`config.mk`:
```
export PLATFORM = sky130hd
export DESIGN_NAME = lock_controller
export DESIGN_NICKNAME = d
export VERILOG_FILES = /design/src/rtl/lock_pkg.sv /design/src/rtl/lock_timer.sv /design/src/rtl/lock_controller.sv
export SDC_FILE = /design/constraint.sdc
export NUM_CORES = 1
export LEC_CHECK = 0
export BUFFER_PORTS_ARGS = -buffer_cell sky130_fd_sc_hd__buf_4
export CAP_MARGIN = 40
export CORE_MARGIN = 1
export CORE_UTILIZATION = 55
export CTS_CLUSTER_DIAMETER = 120
export CTS_CLUSTER_SIZE = 40
export DETAILED_ROUTE_END_ITERATION = 6
export PLACE_DENSITY_LB_ADDON = 0.08
export SLEW_MARGIN = 10
export SYNTH_ARGS = -nofsm -noshare
export SYNTH_HDL_FRONTEND = slang
export SYNTH_SLANG_ARGS = --single-unit
```
`constraint.sdc`:
```
create_clock -name i_clk -period 3.5 [get_ports i_clk]
set_clock_uncertainty 0.05 [all_clocks]
set_input_delay 0.35 -clock i_clk [delete_from_list [all_inputs] [get_ports i_clk]]
set_output_delay 0.35 -clock i_clk [all_outputs]
set_load 0.02 [all_outputs]
```
`src/rtl/lock_pkg.sv`:
```
// Shared definitions for the door-lock sequencer and the 7-segment state decoder.
// The state codes live here so the display side and the controller never drift apart.
package lock_pkg;

    // State codes presented on o_state; 3'b110 and 3'b111 are never produced.
    typedef enum logic [2:0] {
        ST_IDLE = 3'b000,
        ST_GOT1 = 3'b001,
        ST_GOT2 = 3'b010,
        ST_GOT3 = 3'b011,
        ST_OPEN = 3'b100,
        ST_FAIL = 3'b101
    } lock_state_e;

    // Any key code at or above this value is a CLEAR key.
    localparam logic [3:0] KEY_CLEAR_MIN = 4'hA;

    // True when the key code is one of the CLEAR keys.
    function automatic logic is_clear_key(input logic [3:0] key);
        return (key >= KEY_CLEAR_MIN);
    endfunction

    // Largest of four timing parameters, used to size the shared timer.
    function automatic int max_of4(input int a, input int b, input int c, input int d);
        int m;
        m = a;
        if (b > m) begin
            m = b;
        end else begin
            m = m;
        end
        if (c > m) begin
            m = c;
        end else begin
            m = m;
        end
        if (d > m) begin
            m = d;
        end else begin
            m = m;
        end
        return m;
    endfunction

endpackage

```
`src/rtl/lock_timer.sv`:
```
// Loadable down-counter shared by every timed state of the lock controller.
// A load sets the count; the counter then steps down to zero and rests there.
module lock_timer
    import lock_pkg::*;
#(
    parameter int TIMER_W = 8
) (
    input  logic               i_clk,
    input  logic               i_rst,
    input  logic               i_load,
    input  logic [TIMER_W-1:0] i_value,
    output logic               o_expired
);

    logic [TIMER_W-1:0] count_r;

    // Count register: load wins, otherwise decrement until zero.
    always_ff @(posedge i_clk or posedge i_rst) begin
        if (i_rst) begin
            count_r <= {TIMER_W{1'b0}};
        end else if (i_load) begin
            count_r <= i_value;
        end else if (count_r != {TIMER_W{1'b0}}) begin
            count_r <= count_r - {{(TIMER_W-1){1'b0}}, 1'b1};
        end else begin
            count_r <= count_r;
        end
    end

    assign o_expired = (count_r == {TIMER_W{1'b0}});

endmodule

```
`src/rtl/lock_controller.sv`:
```
// Door-lock sequencer: gathers four keypad digits, judges them against the
// passcode, releases the bolt on a match and enforces a lockout after repeated
// failures. o_state feeds the 7-segment state decoder.
module lock_controller
    import lock_pkg::*;
#(
    parameter logic [15:0] PASSCODE       = 16'h1234,
    parameter int          OPEN_CYCLES    = 32'd50_000_000,
    parameter int          FAIL_CYCLES    = 32'd25_000_000,
    parameter int          ENTRY_TIMEOUT  = 32'd100_000_000,
    parameter int          MAX_FAILS      = 32'd3,
    parameter int          LOCKOUT_CYCLES = 32'd250_000_000
) (
    input  logic       i_clk,
    input  logic       i_rst,
    input  logic       i_key_valid,
    input  logic [3:0] i_key,
    input  logic       i_lock,
    output logic [2:0] o_state,
    output logic       o_unlock,
    output logic       o_alarm
);

    localparam int TIMER_MAX = max_of4(OPEN_CYCLES, FAIL_CYCLES, ENTRY_TIMEOUT, LOCKOUT_CYCLES);
    localparam int TIMER_W   = $clog2(TIMER_MAX) + 1;

    // Load values are one less than the visible duration: the count reaching
    // zero marks the last cycle spent in the state.
    localparam logic [TIMER_W-1:0] LOAD_OPEN    = TIMER_W'(OPEN_CYCLES - 1);
    localparam logic [TIMER_W-1:0] LOAD_FAIL    = TIMER_W'(FAIL_CYCLES - 1);
    localparam logic [TIMER_W-1:0] LOAD_ENTRY   = TIMER_W'(ENTRY_TIMEOUT - 1);
    localparam logic [TIMER_W-1:0] LOAD_LOCKOUT = TIMER_W'(LOCKOUT_CYCLES - 1);
    localparam logic [2:0]         MAX_FAILS_C  = 3'(MAX_FAILS);

    lock_state_e        state_r;
    lock_state_e        state_nxt_s;
    logic [15:0]        digits_r;
    logic [15:0]        digits_nxt_s;
    logic [2:0]         fail_cnt_r;
    logic [2:0]         fail_cnt_nxt_s;
    logic [2:0]         fail_inc_s;
    logic               unlock_r;
    logic               unlock_nxt_s;
    logic               alarm_r;
    logic               alarm_nxt_s;
    logic               load_s;
    logic [TIMER_W-1:0] load_val_s;
    logic               expired_s;
    logic               key_digit_s;
    logic               key_clear_s;
    logic [15:0]        entry_s;
    logic               match_s;

    lock_timer #(
        .TIMER_W (TIMER_W)
    ) u_timer (
        .i_clk     (i_clk),
        .i_rst     (i_rst),
        .i_load    (load_s),
        .i_value   (load_val_s),
        .o_expired (expired_s)
    );

    assign key_digit_s = i_key_valid & ~is_clear_key(i_key);
    assign key_clear_s = i_key_valid &  is_clear_key(i_key);
    assign entry_s     = {digits_r[11:0], i_key};
    // Only three digits are ever buffered before the verdict, so a non-zero
    // top nibble means the buffer is corrupt and must not open the bolt.
    assign match_s     = (entry_s == PASSCODE) && (digits_r[15:12] == 4'h0);
    assign fail_inc_s  = (fail_cnt_r < MAX_FAILS_C) ? (fail_cnt_r + 3'd1) : fail_cnt_r;

    // Next-state, buffer, fail-count and timer-load decisions; i_lock beats
    // CLEAR, CLEAR beats a digit, a digit beats timer expiry.
    always_comb begin
        state_nxt_s    = state_r;
        digits_nxt_s   = digits_r;
        fail_cnt_nxt_s = fail_cnt_r;
        alarm_nxt_s    = alarm_r;
        load_s         = 1'b0;
        load_val_s     = LOAD_ENTRY;
        case (state_r)
            ST_IDLE: begin
                if (i_lock || key_clear_s) begin
                    state_nxt_s  = ST_IDLE;
                    digits_nxt_s = 16'h0000;
                end else if (key_digit_s) begin
                    state_nxt_s  = ST_GOT1;
                    digits_nxt_s = entry_s;
                    load_s       = 1'b1;
                    load_val_s   = LOAD_ENTRY;
                end else begin
                    state_nxt_s  = ST_IDLE;
                end
            end
            ST_GOT1, ST_GOT2: begin
                if (i_lock || key_clear_s) begin
                    state_nxt_s  = ST_IDLE;
                    digits_nxt_s = 16'h0000;
                end else if (key_digit_s) begin
                    state_nxt_s  = (state_r == ST_GOT1) ? ST_GOT2 : ST_GOT3;
                    digits_nxt_s = entry_s;
                    load_s       = 1'b1;
                    load_val_s   = LOAD_ENTRY;
                end else if (expired_s) begin
                    state_nxt_s  = ST_IDLE;
                    digits_nxt_s = 16'h0000;
                end else begin
                    state_nxt_s  = state_r;
                end
            end
            ST_GOT3: begin
                if (i_lock || key_clear_s) begin
                    state_nxt_s  = ST_IDLE;
                    digits_nxt_s = 16'h0000;
                end else if (key_digit_s) begin
                    digits_nxt_s = entry_s;
                    load_s       = 1'b1;
                    if (match_s) begin
                        state_nxt_s    = ST_OPEN;
                        fail_cnt_nxt_s = 3'd0;
                        alarm_nxt_s    = 1'b0;
                        load_val_s     = LOAD_OPEN;
                    end else begin
                        state_nxt_s    = ST_FAIL;
                        fail_cnt_nxt_s = fail_inc_s;
                        if (fail_inc_s >= MAX_FAILS_C) begin
                            alarm_nxt_s = 1'b1;
                            load_val_s  = LOAD_LOCKOUT;
                        end else begin
                            alarm_nxt_s = 1'b0;
                            load_val_s  = LOAD_FAIL;
                        end
                    end
                end else if (expired_s) begin
                    state_nxt_s  = ST_IDLE;
                    digits_nxt_s = 16'h0000;
                end else begin
                    state_nxt_s  = ST_GOT3;
                end
            end
            ST_OPEN: begin
                if (i_lock || expired_s) begin
                    state_nxt_s  = ST_IDLE;
                    digits_nxt_s = 16'h0000;
                end else begin
                    state_nxt_s  = ST_OPEN;
                end
            end
            ST_FAIL: begin
                if (expired_s) begin
                    state_nxt_s  = ST_IDLE;
                    digits_nxt_s = 16'h0000;
                    alarm_nxt_s  = 1'b0;
                    if (alarm_r) begin
                        fail_cnt_nxt_s = 3'd0;
                    end else begin
                        fail_cnt_nxt_s = fail_cnt_r;
                    end
                end else begin
                    state_nxt_s  = ST_FAIL;
                end
            end
            default: begin
                state_nxt_s    = ST_IDLE;
                digits_nxt_s   = 16'h0000;
                fail_cnt_nxt_s = 3'd0;
                alarm_nxt_s    = 1'b0;
            end
        endcase
        unlock_nxt_s = (state_nxt_s == ST_OPEN);
    end

    // State, buffer, fail count and output registers.
    always_ff @(posedge i_clk or posedge i_rst) begin
        if (i_rst) begin
            state_r    <= ST_IDLE;
            digits_r   <= 16'h0000;
            fail_cnt_r <= 3'd0;
            unlock_r   <= 1'b0;
            alarm_r    <= 1'b0;
        end else begin
            state_r    <= state_nxt_s;
            digits_r   <= digits_nxt_s;
            fail_cnt_r <= fail_cnt_nxt_s;
            unlock_r   <= unlock_nxt_s;
            alarm_r    <= alarm_nxt_s;
        end
    end

    assign o_state  = state_r;
    assign o_unlock = unlock_r;
    assign o_alarm  = alarm_r;

endmodule
```
==> flow_summary.yaml, run 1 <==
status:
  status: "finished with violations"
  violations: "negative hold slack"
placement:
  place_ws_ns: 0.622
  dp.final_hpwl_mm: 4.47
  gp_congestion: 0.842
  port_buffers: 12
power:
  power_density_nw_per_um2: 432
  pwr-share-comb: 0.132
  power_frac_seq: 0.538
  p_leak_nw: 1.25
  p_switching_mw: 0.364
  pwr-share-clk: 0.330
  swShare: 0.272
  peakVddDrop_v: 0.000204
  power.internal_mw: 0.973
setup_path:
  critPathLaunchType: "register"
  cp.depth: 5
  cp_cell_sequence: "or4_4 > or4_1 > or2_4 > a22oi_1 > or3b_1"
  crit_family: "simple AND/OR/NAND/NOR gates"
  ff2ff_path_depth: 5
  reg2reg_slack_ns: 0.52
  required_ns: 3.64
  r2r_end: "o_state[0]"
  rr_startpoint: "u_timer.count_r[14]"
  cp_slowest_cell: "or4_1"
  cp.arrival_ns: 3.11
  critical_path_class: "register to register"
  crit_start: "u_timer.count_r[14]"
  crit_fanout: 15
  cp_num_buf_inv: 0
  endpoint_kind: "register"
  crit_path_max_incr_delay_ns: 0.82
routing:
  dr.pass1.iters: 4
  top_layer: "met4"
  wl_met3_um: 375
  drtIter0Drc: 243
  wl_met2_mm: 2.77
  avgRoutedWirePerCell_um: 17.2
  vias_per_cell: 6.21
  routed_wl_mm: 6.24
  ant_nets: 0
  drc: 0
  wl_met1_mm: 2.92
  vias: 2256
global_route:
  grt_overflow: 0
  grt_max_degree: 34
  grt_pass1_wl_mm: 10.3
  grtUsageTotal: 0.259
  grt_pass1_vias: 2061
  antenna_found_initial: 0
yosys:
  syn_nets: 291
  syn_inst: 281
  ys.flop_type: "dfrtp_1"
  synth_edf_count: 0
  ys_seq_elements: 53
  synth_area_leader_cell: "dfrtp_1"
  synth_area_um2: 2790
  yosysSeqAreaShare: 0.476
  avgSynthCellArea_um2: 9.92
  yosysUniqueCellTypes: 53
  synthTopCellsByArea: "dfrtp_1, a22o_1, xor2_1"
  synthArstFlopShare: 1.00
  synth_top_area_frac: 0.476
  yosys_warnings: 0
floorplan:
  num_rows: 25
  initial_core_util: 0.582
  ioPinCount: 13
  die_h_um: 73.2
  coreArea_um2: 4790
  die_area_um2: 5350
  die_x_um: 73.2
clocking:
  clkSinkCount: 53
  clkSlewWorstSetupHoldPaths_ns: 0.10
  worstSkewPairLatency_ns: 0.31
  clock_path_buffers: 2
  post_cts_resized: 0
  cts_tree: "built"
  hold_buffers: 0
  postCtsSetupBuffers: 0
  cts.htree.levels: 2
  cts_buffers: 5
  clock-root-buffer: "clkbuf_8"
timing:
  setup_ws_ns: 0.523
  worstMarginPinSlew_ns: 0.745
  fin_hold_ws_ns: -0.0104
  setup_viol: 0
  fin_setup_tns_ns: 0
  period_needed_ns: 2.98
  rsz0062_at_grt: "false"
  max_freq_mhz: 336
  drv_slew: 0
  slew_headroom: 0.498
  hold_viol: 15
  period_share: 0.851
finish:
  fin_nets: 305
  nFillCells: 398
  antenna_cells: 0
  syn2layout_area_growth_pct: 11.1
  drive_gt1_frac: 0.128
  final_common_cell: "dfrtp_1"
  layout_common_cells: "dfrtp_1, nor2_1, buf_4"
min_path:
  hp-class: "primary input to async pin"
flow_run:
  maxCapViolations: 0
==> through the flow <==
step	cell area (um2)	hold WS [ns]	utilization	power, mW	cells
finish	3100	-0.0104	0.647	1.34	363
global route	3100	0.0289	0.647	1.40	363
CTS	3100	0.0100	0.647	1.34	363
detailed placement	2980	0.351	0.622	0.909	355
global placement	2960	0.443	0.618	0.898	354
floorplan	2790	0.417	-	0.849	281
==> how the worst max path moves through the flow <==
stage                          endpoint  slack, ns
final                        o_state[0]       0.52
after global routing      fail_cnt_r[1]       0.44
after CTS                    o_state[0]       0.58
after detailed placement     o_state[0]       0.62
after global placement       o_state[0]       0.66
after floorplan             digits_r[0]       0.91
==> final cells by class <==
class / instances / area, um2 / share of cell area
multi-input combinational: 208 / 1380 / 0.445
sequential: 53 / 1330 / 0.428
timing repair buffer: 20 / 163 / 0.0525
tap: 67 / 83.8 / 0.0271
clock buffer: 6 / 82.6 / 0.0267
clock inverter: 2 / 37.5 / 0.0121
inverter: 7 / 26.3 / 0.00849
==> power groups by stage <==
stage               combinational [mW]  clock (mW)  sequential (mW)
floorplan                        0.132           0            0.717
global placement                 0.168           0            0.730
detailed placement               0.177           0            0.732
CTS                              0.179       0.446            0.720
global route                     0.198       0.470            0.729
finish                           0.176       0.441            0.720
==> kinds of logic after synthesis <==
logic type,Yosys count,share of synthesized area
buffers and inverters,20,0.0301
and+or+nand+nor,107,0.212
AOI/OAI and AO/OA,77,0.202
adders and majority gates,2,0.00898
DFF,53,0.476
xor gates and xnor gates,19,0.0597
muxes,3,0.0108
==> layer usage <==
metal	vias to the layer above	track usage
met1	1088	0.373
met3	15	0.0608
met5	-	0
met4	0	0.109
li1	1080	-
met2	73	0.372
==> flip-flops by register name (all words and copies together) (netlist names) <==
register and count:
u_timer.count_r 29, digits_r 16, fail_cnt_r 3, o_state 3, o_alarm 1, o_unlock 1
==> Yosys cell counts, types with 4 or more instances <==
cell and instances:
nor2_1 22, nand2_1 16, a22o_1 16, o211ai_1 9, nor4_1 8, xnor2_1 5
or4_1 7, xor2_1 14, a22oi_1 4, nand3_1 7, a21oi_1 10, inv_1 7
a31oi_1 4, clkbuf_1 11, nor3_1 13, o21ai_0 13, dfrtp_1 53, nand2b_1 4
nor4b_1 5
(Power assumes the default switching activity.)
==> run 2, diff against run 1 <==
==> constraint.sdc (replaced) <==
create_clock -name i_clk -period 3.7 [get_ports i_clk]
set_clock_uncertainty 0.05 [all_clocks]
set_input_delay 0.37 -clock i_clk [delete_from_list [all_inputs] [get_ports i_clk]]
set_output_delay 0.37 -clock i_clk [all_outputs]
set_load 0.02 [all_outputs]
==> flow_summary.yaml, run 2 (synthesis results as in run 1) <==
routing:
  avgRoutedWirePerCell_um: 17.0
  ant_nets: 0
  vias: 2229
  vias_per_cell: 6.16
  drc: 0
  drtIter0Drc: 183
  routed_wl_mm: 6.17
  dr.pass1.iters: 4
finish:
  final_cells: 362
  fin_nets: 304
  antenna_cells: 0
  fin_area_um2: 3060
  top_register: "u_timer.count_r"
  syn2layout_area_growth_pct: 9.97
  nFillCells: 424
  drive_gt1_frac: 0.122
  multi_input_area_um2: 1380
  regArea_um2: 1330
  layout_common_cells: "dfrtp_1, nor2_1, buf_4"
  final_common_cell: "dfrtp_1"
  reg_top3: "u_timer.count_r: 29 flops, digits_r: 16 flops"
  largest_reg_flops: 29
power:
  p_leak_nw: 1.23
  peakVddDrop_v: 0.000240
  power_frac_seq: 0.575
  pwr-share-comb: 0.137
  pwr-share-clk: 0.288
  swShare: 0.296
  power_density_nw_per_um2: 388
  p_switching_mw: 0.352
  power.internal_mw: 0.836
clocking:
  postCtsSetupBuffers: 0
  cts_tree: "built"
  clkSlewWorstSetupHoldPaths_ns: 0.11
  hold_buffers: 1
  cts.htree.levels: 2
  post_cts_resized: 0
  clock-root-buffer: "clkbuf_8"
  worstSkewPairLatency_ns: 0.32
  clkSinkCount: 53
  cts_buffers: 5
  clock_path_buffers: 2
global_route:
  grt_max_degree: 39
  grtUsageTotal: 0.264
  grt_pass1_wl_mm: 10.7
  grt_overflow: 0
  antenna_found_initial: 0
  grt_pass1_vias: 2147
floorplan:
  die_area_um2: 5350
  die_h_um: 73.2
  die_x_um: 73.2
  ioPinCount: 13
  num_rows: 25
  coreArea_um2: 4790
  initial_core_util: 0.582
status:
  status: "finished clean"
timing:
  rsz0062_at_grt: "false"
  worstMarginPinSlew_ns: 0.675
  slew_headroom: 0.545
  drv_slew: 0
  period_share: 0.838
  fin_setup_tns_ns: 0
  period_needed_ns: 3.10
  setup_viol: 0
  max_freq_mhz: 323
  hold_viol: 0
setup_path:
  cp.arrival_ns: 3.24
  endpoint_kind: "register"
  crit_path_max_incr_delay_ns: 0.79
  cp_slowest_cell: "or4_1"
  critical_path_class: "register to register"
  cp_cell_sequence: "or4_4 > or4_1 > o21ai_0 > o31ai_1 > a21boi_0"
  required_ns: 3.84
  critPathLaunchType: "register"
  crit_start: "u_timer.count_r[14]"
  rr_startpoint: "u_timer.count_r[14]"
  crit_fanout: 15
flow_run:
  maxCapViolations: 0
placement:
  gp_congestion: 0.904
  dpl-instance-area_um2: 2960
  port_buffers: 12
  dp.cells: 353
  dp.final_hpwl_mm: 4.44
min_path:
  hp-start: "i_key[0]"
  hp-class: "primary input to register"
-- run 2: worst max-delay path, delay by kind of cell, from the launching register on --
family / cells / cell delay, ns
and+or+nand+nor: 2 / 1.38
AOI/OAI and AO/OA: 3 / 1.09
DFF: 1 / 0.45
-- run 2: worst paths after layout --
kind | to | slack, ns | cells past startpoint
worst min-delay path | digits_r[0] | 0.23 | 2
worst min register to register | digits_r[13] | 0.47 | 1
max in group asynchronous | u_timer.count_r[2] | 2.54 | 4
worst max-delay path | u_timer.count_r[11] | 0.60 | 5
min in group asynchronous | u_timer.count_r[6] | 0.54 | 3
worst max register to register | u_timer.count_r[11] | 0.60 | 5
-- run 2: area by class of cell --
type,instances,share of cell area
clock buffers,5,0.0225
clock inverters,3,0.00817
inverters,7,0.00857
multi-input cells,208,0.449
flip-flops and latches,53,0.433
well taps,67,0.0274
repair buffers,19,0.0514
-- run 2: stage by stage --
| step | util | total power [mW] | hold WS [ns] | worst slack [ns] |
|---|---|---|---|---|
| 2_1_floorplan | - | 0.803 | 0.417 | 1.11 |
| 3_3_place_gp | 0.614 | 0.849 | 0.442 | 0.749 |
| 3_5_place_dp | 0.619 | 0.856 | 0.334 | 0.614 |
| 4_1_cts | 0.640 | 1.20 | 0.220 | 0.595 |
| 5_1_grt | 0.640 | 1.26 | 0.223 | 0.392 |
| 6_report | 0.640 | 1.19 | 0.228 | 0.600 |
-- run 2: routing by layer --
metal,vias to the layer above,GRT usage,part of all wire
met1,1079,0.382,0.47
met3,7,0.0539,0.049
met4,0,0.0806,0.014
met2,61,0.397,0.46
li1,1082,-,-
met5,-,0,0
-- run 2: power by group through the flow --
stage	logic [mW]	clock network [mW]	registers [mW]
floorplan	0.125	0	0.678
global placement	0.158	0	0.691
detailed placement	0.163	0	0.694
CTS	0.165	0.353	0.682
global route	0.187	0.378	0.692
finish	0.163	0.342	0.683
==> run 3, diff against run 2 <==
--- a/config.mk
+++ b/config.mk
@@ -5,6 +5,7 @@
 export SDC_FILE = /design/constraint.sdc
 export NUM_CORES = 1
 export LEC_CHECK = 0
+export ABC_AREA = 1
 export BUFFER_PORTS_ARGS = -buffer_cell sky130_fd_sc_hd__buf_4
 export CAP_MARGIN = 40
 export CORE_MARGIN = 1
==> constraint.sdc (replaced) <==
create_clock -name i_clk -period 3.1 [get_ports i_clk]
set_clock_uncertainty 0.05 [all_clocks]
set_input_delay 0.31 -clock i_clk [delete_from_list [all_inputs] [get_ports i_clk]]
set_output_delay 0.31 -clock i_clk [all_outputs]
set_load 0.02 [all_outputs]
==> flow_summary.yaml, run 3 <==
status:
  status: "finished clean"
routing:
  avgRoutedWirePerCell_um: 13.4
  dr.pass1.iters: 4
  ant_nets: 0
  drtIter0Drc: 155
  drc: 0
  routed_wl_mm: 7.95
  vias_per_cell: 5.33
  vias: 3157
yosys:
  synth_top_area_frac: 0.379
  synth_area_leader_cell: "dfrtp_1"
  yosys_warnings: 0
  synth_area_um2: 3500
  synthArstFlopShare: 1.00
  ys.flop_type: "dfrtp_1"
  yosysSeqAreaShare: 0.379
  synth_common_cells: "nand2_1, nor2_1, dfrtp_1, inv_1, nand3_1"
  yosysUniqueCellTypes: 33
  synth_edf_count: 0
  syn_inst: 502
  synth_most_common_cell: "nand2_1"
  synthTopCellsByArea: "dfrtp_1, nand2_1, nor2_1"
  avgSynthCellArea_um2: 6.98
  syn_nets: 512
  ys_seq_elements: 53
floorplan:
  die_area_um2: 6690
  initial_core_util: 0.581
  ioPinCount: 13
  die_h_um: 81.8
  coreArea_um2: 6030
  die_x_um: 81.8
  num_rows: 28
clocking:
  clock-root-buffer: "clkbuf_8"
  cts_tree: "built"
  cts.htree.levels: 2
  cts_buffers: 5
  clock_path_buffers: 2
  clkSinkCount: 53
  worstSkewPairLatency_ns: 0.32
  clkSlewWorstSetupHoldPaths_ns: 0.10
  postCtsSetupBuffers: 0
setup_path:
  critPathLaunchType: "register"
  crit_fanout: 11
  required_ns: 3.21
  endpoint_kind: "register"
  critical_path_class: "register to register"
  cp.arrival_ns: 2.25
timing:
  slew_headroom: 0.517
  hold_viol: 0
  drv_slew: 0
  max_freq_mhz: 468
  fin_setup_tns_ns: 0
  fin_hold_ws_ns: 0.253
  rsz0062_at_grt: "false"
  worstMarginPinSlew_ns: 0.722
  setup_viol: 0
  period_share: 0.689
  period_needed_ns: 2.14
power:
  power_mw: 1.54
  power_density_nw_per_um2: 413
  peakVddDrop_v: 0.000269
  p_leak_nw: 1.96
finish:
  fin_nets: 526
  reg_top3: "u_timer.count_r: 29 flops, digits_r: 16 flops"
  top_register: "u_timer.count_r"
  layout_common_cells: "nand2_1, nor2_1, dfrtp_1"
  drive_gt1_frac: 0.139
  antenna_cells: 0
  final_cells: 592
  largest_reg_flops: 29
  final_common_cell: "nand2_1"
  syn2layout_area_growth_pct: 6.79
  final_util: 0.621
global_route:
  grt_pass1_wl_mm: 13.1
  grt_overflow: 0
  grtUsageTotal: 0.259
  grt_max_degree: 34
  antenna_found_initial: 0
  grt_pass1_vias: 2946
flow_run:
  maxCapViolations: 0
placement:
  port_buffers: 12
  dp.cells: 583
  gp_congestion: 0.897
  dp.final_hpwl_mm: 5.97
min_path:
  hp-class: "primary input to register"
run 3: cell types whose count changed in the layout (fill, tap and decap cells not counted), sizes merged, moves of 8 or more:
cell / change
nand2: +180
nand3: +32
o211ai: -8
nor2: +70
or4: -8
nor4: -8
inv: +39
a21oi: +9
a22o: -17
run 3: final cells by class:
cell class / instances / area, um2
Clock inverter: 3 / 25.0
Fill cell: 565 / 2280
Tap cell: 75 / 93.8
Sequential cell: 53 / 1330
Inverter: 47 / 181
Multi-Input combinational cell: 394 / 1930
Timing Repair Buffer: 15 / 115
Clock buffer: 5 / 68.8
run 3: cells by family after synthesis:
| logic type | after synthesis | share of synthesized area |
|---|---|---|
| xor gates and xnor gates | 16 | 0.0400 |
| AOI/OAI and AO/OA | 34 | 0.0543 |
| adders and majority gates | 2 | 0.00714 |
| and+or+nand+nor | 342 | 0.450 |
| DFF | 53 | 0.379 |
| buffers and inverters | 55 | 0.0704 |
run 3: worst paths after layout:
kind,endpoint,cells after the start,startpoint,slack [ns]
worst min-delay path,digits_r[0],5,i_key[0],0.25
min in group asynchronous,digits_r[13],3,i_rst,0.50
worst min register to register,digits_r[15],2,digits_r[15],0.47
worst max register to register,u_timer.count_r[24],7,u_timer.count_r[0],0.96
max in group asynchronous,u_timer.count_r[24],4,i_rst,1.70
worst max-delay path,u_timer.count_r[24],7,u_timer.count_r[0],0.96
run 3: what timing repair did:
item / in CTS / in global routing
endpoints found under the setup margin: 0 / 0
hold buffers: 1 / 0
resized for setup: 0 / 0
hold endpoints to repair: 20 / 0
run 3: through the flow:
step | instance area, um2 | setup WS, ns
6_report | 3740 | 0.964
5_1_grt | 3740 | 0.753
4_1_cts | 3740 | 0.933
3_5_place_dp | 3640 | 0.948
3_3_place_gp | 3640 | 1.04
2_1_floorplan | 3500 | 1.39
run 3: per-layer routing:
layer | vias to the layer above | part of all wire | track usage
li1 | 1593 | - | -
met1 | 1485 | 0.45 | 0.318
met2 | 68 | 0.49 | 0.462
met3 | 11 | 0.040 | 0.0422
met4 | 0 | 0.016 | 0.0772
met5 | - | 0 | 0
run 3: critical path, cell delays in order (launching register included):
cell	delay, ns
dfrtp_1	0.41
inv_1	0.11
ha_1	0.23
nand2_4	0.09
nor2_8	0.19
nand4_1	0.20
nor2_1	0.61
a21oi_1	0.09
run 3: where the power goes:
group,total (mW),leakage [nW],internal (mW),switching [mW]
combinational,0.296,1.25,0.107,0.189
sequential,0.834,0.667,0.755,0.0785
clock,0.415,0.0447,0.164,0.251
